$ cat src/rtl/booth_multiplier_seq.sv
// Iterative radix-2 Booth multiplier: one Booth step per clock, signed or
// unsigned operands selected per operation, valid/ready on both sides.
module booth_multiplier_seq #(
  parameter int WIDTH = 8
) (
  input  logic                 clk,
  input  logic                 rst,
  input  logic                 in_valid,
  output logic                 in_ready,
  input  logic [WIDTH-1:0]     multiplicand,
  input  logic [WIDTH-1:0]     multiplier,
  input  logic                 is_signed,
  output logic                 out_valid,
  input  logic                 out_ready,
  output logic [2*WIDTH-1:0]   product,
  output logic                 busy,
  output logic [1:0]           state_dbg
);

  // Handshakes: a transfer happens on a rising edge where valid and ready are
  // both high; valid never depends on ready, and a pending result (out_valid)
  // keeps product stable until it is taken.

  localparam int N  = WIDTH + 1;
  localparam int PW = 2 * N + 1;
  localparam int CW = $clog2(N + 1);

  typedef enum logic [1:0] {
    S_IDLE = 2'd0,
    S_RUN  = 2'd1,
    S_DONE = 2'd2
  } state_t;

  state_t               state_q;
  logic [PW-1:0]        p_q;
  logic [N-1:0]         m_q;
  logic [CW-1:0]        cnt_q;
  logic [2*WIDTH-1:0]   product_q;
  logic                 in_ready_q;
  logic                 out_valid_q;
  logic                 busy_q;

  logic [N-1:0]         a_ext;
  logic [N-1:0]         b_ext;
  logic [N-1:0]         upper_d;
  logic [PW-1:0]        p_d;

  // Extra top bit gives unsigned operands a zero sign so Booth recoding holds.
  always_comb begin
    a_ext = {is_signed & multiplicand[WIDTH-1], multiplicand};
    b_ext = {is_signed & multiplier[WIDTH-1], multiplier};
  end

  always_comb begin
    upper_d = p_q[PW-1 -: N];
    case (p_q[1:0])
      2'b01:   upper_d = p_q[PW-1 -: N] + m_q;
      2'b10:   upper_d = p_q[PW-1 -: N] - m_q;
      default: upper_d = p_q[PW-1 -: N];
    endcase
    p_d = {upper_d[N-1], upper_d, p_q[N:1]};
  end

  always_ff @(posedge clk or posedge rst) begin
    if (rst) begin
      state_q     <= S_IDLE;
      p_q         <= '0;
      m_q         <= '0;
      cnt_q       <= '0;
      product_q   <= '0;
      in_ready_q  <= 1'b1;
      out_valid_q <= 1'b0;
      busy_q      <= 1'b0;
    end else begin
      case (state_q)
        S_IDLE: begin
          if (in_valid) begin
            p_q        <= {{N{1'b0}}, b_ext, 1'b0};
            m_q        <= a_ext;
            cnt_q      <= CW'(N);
            state_q    <= S_RUN;
            in_ready_q <= 1'b0;
            busy_q     <= 1'b1;
          end
        end
        S_RUN: begin
          p_q   <= p_d;
          cnt_q <= cnt_q - CW'(1);
          if (cnt_q == CW'(1)) begin
            state_q     <= S_DONE;
            busy_q      <= 1'b0;
            out_valid_q <= 1'b1;
            product_q   <= p_d[2*WIDTH:1];
          end
        end
        S_DONE: begin
          if (out_ready) begin
            state_q     <= S_IDLE;
            out_valid_q <= 1'b0;
            in_ready_q  <= 1'b1;
          end
        end
        default: begin
          state_q     <= S_IDLE;
          out_valid_q <= 1'b0;
          in_ready_q  <= 1'b1;
          busy_q      <= 1'b0;
        end
      endcase
    end
  end

  assign in_ready  = in_ready_q;
  assign out_valid = out_valid_q;
  assign busy      = busy_q;
  assign product   = product_q;
  assign state_dbg = state_q;

endmodule

$ cat config.mk
export PLATFORM = sky130hd
export DESIGN_NAME = booth_multiplier_seq
export DESIGN_NICKNAME = d
export VERILOG_FILES = /design/src/rtl/booth_multiplier_seq.sv
export SDC_FILE = /design/constraint.sdc
export NUM_CORES = 1
export LEC_CHECK = 0
export CAP_MARGIN = 20
export CORE_MARGIN = 1.5
export CORE_UTILIZATION = 50
export DETAILED_ROUTE_END_ITERATION = 7
export GPL_TIMING_DRIVEN = 0
export PLACE_DENSITY_LB_ADDON = 0.05
export SKIP_CTS_REPAIR_TIMING = 1
export SYNTH_ARGS = -nofsm -noshare
export SYNTH_HDL_FRONTEND = slang
export SYNTH_SLANG_ARGS = --single-unit
$ cat constraint.sdc
create_clock -name clk -period 2.9 [get_ports clk]
set_input_delay 0.29 -clock clk [delete_from_list [all_inputs] [get_ports clk]]
set_output_delay 0.29 -clock clk [all_outputs]
set_load 0.02 [all_outputs]
======== Word level (Yosys, flattened, before mapping) ========
Cells that the tools add are included.
W data, S select, Z words.
storage, ports and cells
  register bits ........................... 53
  output and inout port bits .............. 21
  logic and storage cells ................. 51
operators by class
  add/sub/neg operators ................... 3
  eq/ne operators ......................... 8
  mux-type cells .......................... 18
  bitwise operators ....................... 5
  reductions and logical operators ........ 9
operators with widths
  kind                   count
  $pmux W19 S2           1
  $mux W19               1
  $pmux W9 S2            1
  $reduce_and A3 Y1      4
  $add A9 B9 Y9          1
  $pmux W1 S3            3
  $sub A9 B9 Y9          1
  $pmux W4 S2            1
  $mux W1                6
  $mux W2                3
  $ne A2 B2 Y1 const B   3
  $pmux W2 S3            1
  $reduce_and A2 Y1      3
  $eq A2 B1 Y1 const B   2
  $eq A2 B2 Y1 const B   2
  $eq A4 B1 Y1 const B   1
  $mux W4                1
  $sub A4 B1 Y4 const B  1
  $not A1 Y1             3
  $and A1 B1 Y1          2
  $logic_not A2 Y1       1
  $reduce_bool A2 Y1     1

======== Depth between registers and ports, before layout ========
  depth in word-level cells ............... 3
  gate-level depth with buffers ........... 13

======== Worst setup path before layout ========
No wires, ideal clock.
  path kind ............................... reg-to-reg
  start ................................... register p_q[0]
  end ..................................... register p_q[17]
  arrival ................................. 2.432 ns
  required time ........................... 2.764 ns
  slack ................................... 0.333 ns
  cell stages (with the launch flop) ...... 12
  path buffers ............................ 1
  cells stage by stage .................... dfrtp_1 > inv_1 > ha_1 > clkbuf_1 > mux2_1 > fa_1 > nor2b_1 > o31a_1 > o21ai_1 > xnor2_1 > o311ai_1 > o41ai_1
between the ends
  word-level cells in the longest chain between the ends .. 3
ends and longest elaborated chain
  item                                                 RTL line  text
  start, declared                                      35        logic [PW-1:0] p_q;
  start signal, assigned                               78        p_q <= {{N{1'b0}}, b_ext, 1'b0};
  start signal, assigned                               87        p_q <= p_d;
  $eq A2 B2 Y1 / $eq A2 B1 Y1 (equally long branches)  56        case (p_q[1:0])
  $pmux W9 S2 (*)                                      56
  $pmux W19 S2 (*)                                     75        case (state_q)
Every way passes the cells marked *; elsewhere a longest branch is shown, timed or not.
A chain may end at the register's enable or synchronous reset.

======== Worst setup path in the final report ========
  start ................................... register m_q[0]
  end ..................................... register p_q[17]
between the ends
  word-level cells in the longest chain between the ends .. 3
ends and longest elaborated chain
  item                                                   RTL line  text
  start, declared                                        36        logic [N-1:0] m_q;
  start signal, assigned                                 79        m_q <= a_ext;
  $sub A9 B9 Y9 / $add A9 B9 Y9 (equally long branches)  58, 57
  $pmux W9 S2 (*)                                        56
  $pmux W19 S2 (*)                                       75
Marked as above.

==> run metrics <==
# setup viols final 0; Synth top cells by count nand2_1, dfrtp_1, nor2_1; GRT Total Usage 21.7%; worst-margin pin slew 0.529 ns; Fin. Hold Viols 0; DR vias about 2200; Initial Utilization 53.0%; Final Slew Violations 0; Max VDD drop 0.000656 V; post-detail-place hpwl 4.18 mm; unrepaired setup endpoints after global routing no; Reg2Reg Capture Point p_q[17]$_DFFE_PP0P_; Post-synth EDFFs 0; vias in the first global route 2167; DRT Wirelength 5.82 mm; R2R depth 10; routability congestion estimate 0.885; CTS root buffer clkbuf_8; pin count of the biggest net entering global routing 39; count leader, synth nand2_1; layout cells sized above 1 about 8%; Avg Synthesized Cell Area 9.54 um^2; skew final 0.00886 ns; Yosys top cell by area dfrtp_1; clock sinks 52; area share of the leading cell type in the synthesized netlist between 40% and 50%; crit path kind reg -> reg; CTS tree built; Mapped Nets 323; Synth cell types slightly above 50; remaining antenna violation count 0; Post-route DRC 0; synthesized instance count between 200 and 300; top_reg_cell synth dfrtp_1; I/O Buffers between 40 and 50; CP required 3.09 ns; drt via density about 5.4; Pre-antenna DRT Iters 4; Worst-Skew Late Latency approximately 0.32 ns; Comb power frac 62.9%; Filler cells 465; FF+latch count, synth 52; Num CTS Buffers 5; Pwr Density 1420 nW/um^2; Seq/Total Area, Yosys 47.3%; Nets approximately 370; Hold Slack 0.234 ns; Tcrit/Tclk final 92.6%; ys async rst share 100%; Clk pwr share 8.9%; switch share 45.5%; status finished clean; Std-Cell Rows 26; Die Y-Extent a little under 80 um; Core Area 5200 um^2; Area Overhead vs Synth 22.5%; H-tree levels 2; synth warn 0; Die X 77.3 um; crit-path max FO 3; placed cell areas approximately 3300 um^2; cell area after synthesis about 2800 um^2; first-pass GRT wire length between 10 and 15 mm; Startpoint Class register; initial antenna violation count 0; internal power between 2 and 3 mW; number of antenna diodes 0; Reg clk slew, reported paths 0.10 ns; RR Startpoint m_q[0]$_DFFE_PP0P_; Pleak 1.49 nW; Die ar. approximately 6000 um^2; grt ovf 0; CP Capture Type register; main area contributors after synthesis dfrtp_1, nand2_1, ha_1; Psw between 2 and 2.5 mW; DR iter-0 viols 130; Seq pwr share 28.2%; max_slew headroom 64.7%; worst min path class in -> async; FMAX 372 MHz; Max clock buf depth 2; maxcap violations 0; arrival time at the worst endpoint 2.87 ns; fin crit period 2.69 ns; I/O Pins 42; WL/cell 14.3 um; internal reg-to-reg setup slack 0.21 ns; design area 3380 um^2
-- metrics by stage --
step                      power, mW  util (%)  std cells  setup WS [ns]  TNS (ns)
final                          4.79      64.9        408          0.213         0
after global routing           5.26      64.9        408        0.00308         0
after CTS                      4.75      64.7        409       -0.00508  -0.00508
after detailed placement       4.31      62.9        401         0.0388         0
after global placement         4.21      62.5        400         0.0703         0
after floorplan                3.51         -        289          0.333         0
-- cell families (layout without fill, tap and decap cells) --
family          count (synthesis)  in the layout  share of synthesized area [%]
compound gates                 67             67                           16.1
xor+xnor                        9              9                           2.86
fa+ha+maj                      13             13                           6.17
buf+inv                        26             75                           4.49
flops                          52             52                           47.3
mux                            12             12                           4.86
simple gates                  110            110                           18.2
-- cells in the final DEF (no fill, tap or decap), types with 6 or more instances in the layout --
cell type         n
a21oi_1          10
a22oi_1           8
buf_2             6
clkdlybuf4s50_1  41
dfrtp_1          51
ha_1             11
inv_1            11
mux2_1           10
nand2_1          56
nand3_1           9
nor2_1           19
nor3_1            7
o21ai_0           6
o21ai_1          17
xnor2_1           8
-- worst max path at each step --
stage,start,end,slack (ns)
after CTS,p_q[0]$_DFFE_PP0P_,p_q[17]$_DFFE_PP0P_,-0.005
after detailed placement,p_q[0]$_DFFE_PP0P_,p_q[17]$_DFFE_PP0P_,0.04
after global routing,m_q[0]$_DFFE_PP0P_,p_q[17]$_DFFE_PP0P_,0.003
after global placement,p_q[0]$_DFFE_PP0P_,p_q[17]$_DFFE_PP0P_,0.07
final,m_q[0]$_DFFE_PP0P_,p_q[17]$_DFFE_PP0P_,0.21
after floorplan,p_q[0]$_DFFE_PP0P_,p_q[17]$_DFFE_PP0P_,0.33
-- power by group through the flow --
stage          Combinational [mW]  Sequential, mW  Clock, mW
2_1_floorplan                2.07            1.44          0
3_3_place_gp                 2.86            1.35          0
3_5_place_dp                 2.95            1.36          0
4_1_cts                      2.96            1.35      0.444
5_1_grt                      3.39            1.40      0.472
6_report                     3.01            1.35      0.425
-- layer usage --
layer	part of all wire, %	global-route usage (%)	routed length [um]	up-vias
met5	0	0	0	-
met2	46	35.0	2660	50
met4	1.8	6.91	102	0
li1	-	-	-	1109
met3	3.7	4.29	215	12
met1	49	29.5	2850	1050
-- critical path: stages (launching register included) --
cell      delay [ns]
dfrtp_1         0.40
inv_1           0.09
ha_1            0.29
mux2_1          0.33
fa_1            0.44
nor2b_2         0.17
o31a_1          0.21
o21ai_1         0.10
xnor2_1         0.17
o311ai_1        0.24
o41ai_1         0.11
-- area by class of cell --
cell class / instances / area [um^2] / share of cell area [%]
multi-input cells: 211 / 1350 / 39.8
repair buffers: 42 / 430 / 12.7
flip-flops and latches: 52 / 1300 / 38.6
plain buffers: 13 / 75.1 / 2.22
clock buffers: 5 / 68.8 / 2.04
clock inverters: 3 / 22.5 / 0.667
inverters: 12 / 45.0 / 1.33
well taps: 70 / 87.6 / 2.59
-- registers in the layout, summed over array words and instances (netlist names) --
name / flops
product: 16
state_dbg: 2
p_q: 18
in_ready: 1
busy: 1
cnt_q: 4
m_q: 9
out_valid: 1
Power figures use the tool's default switching activity.
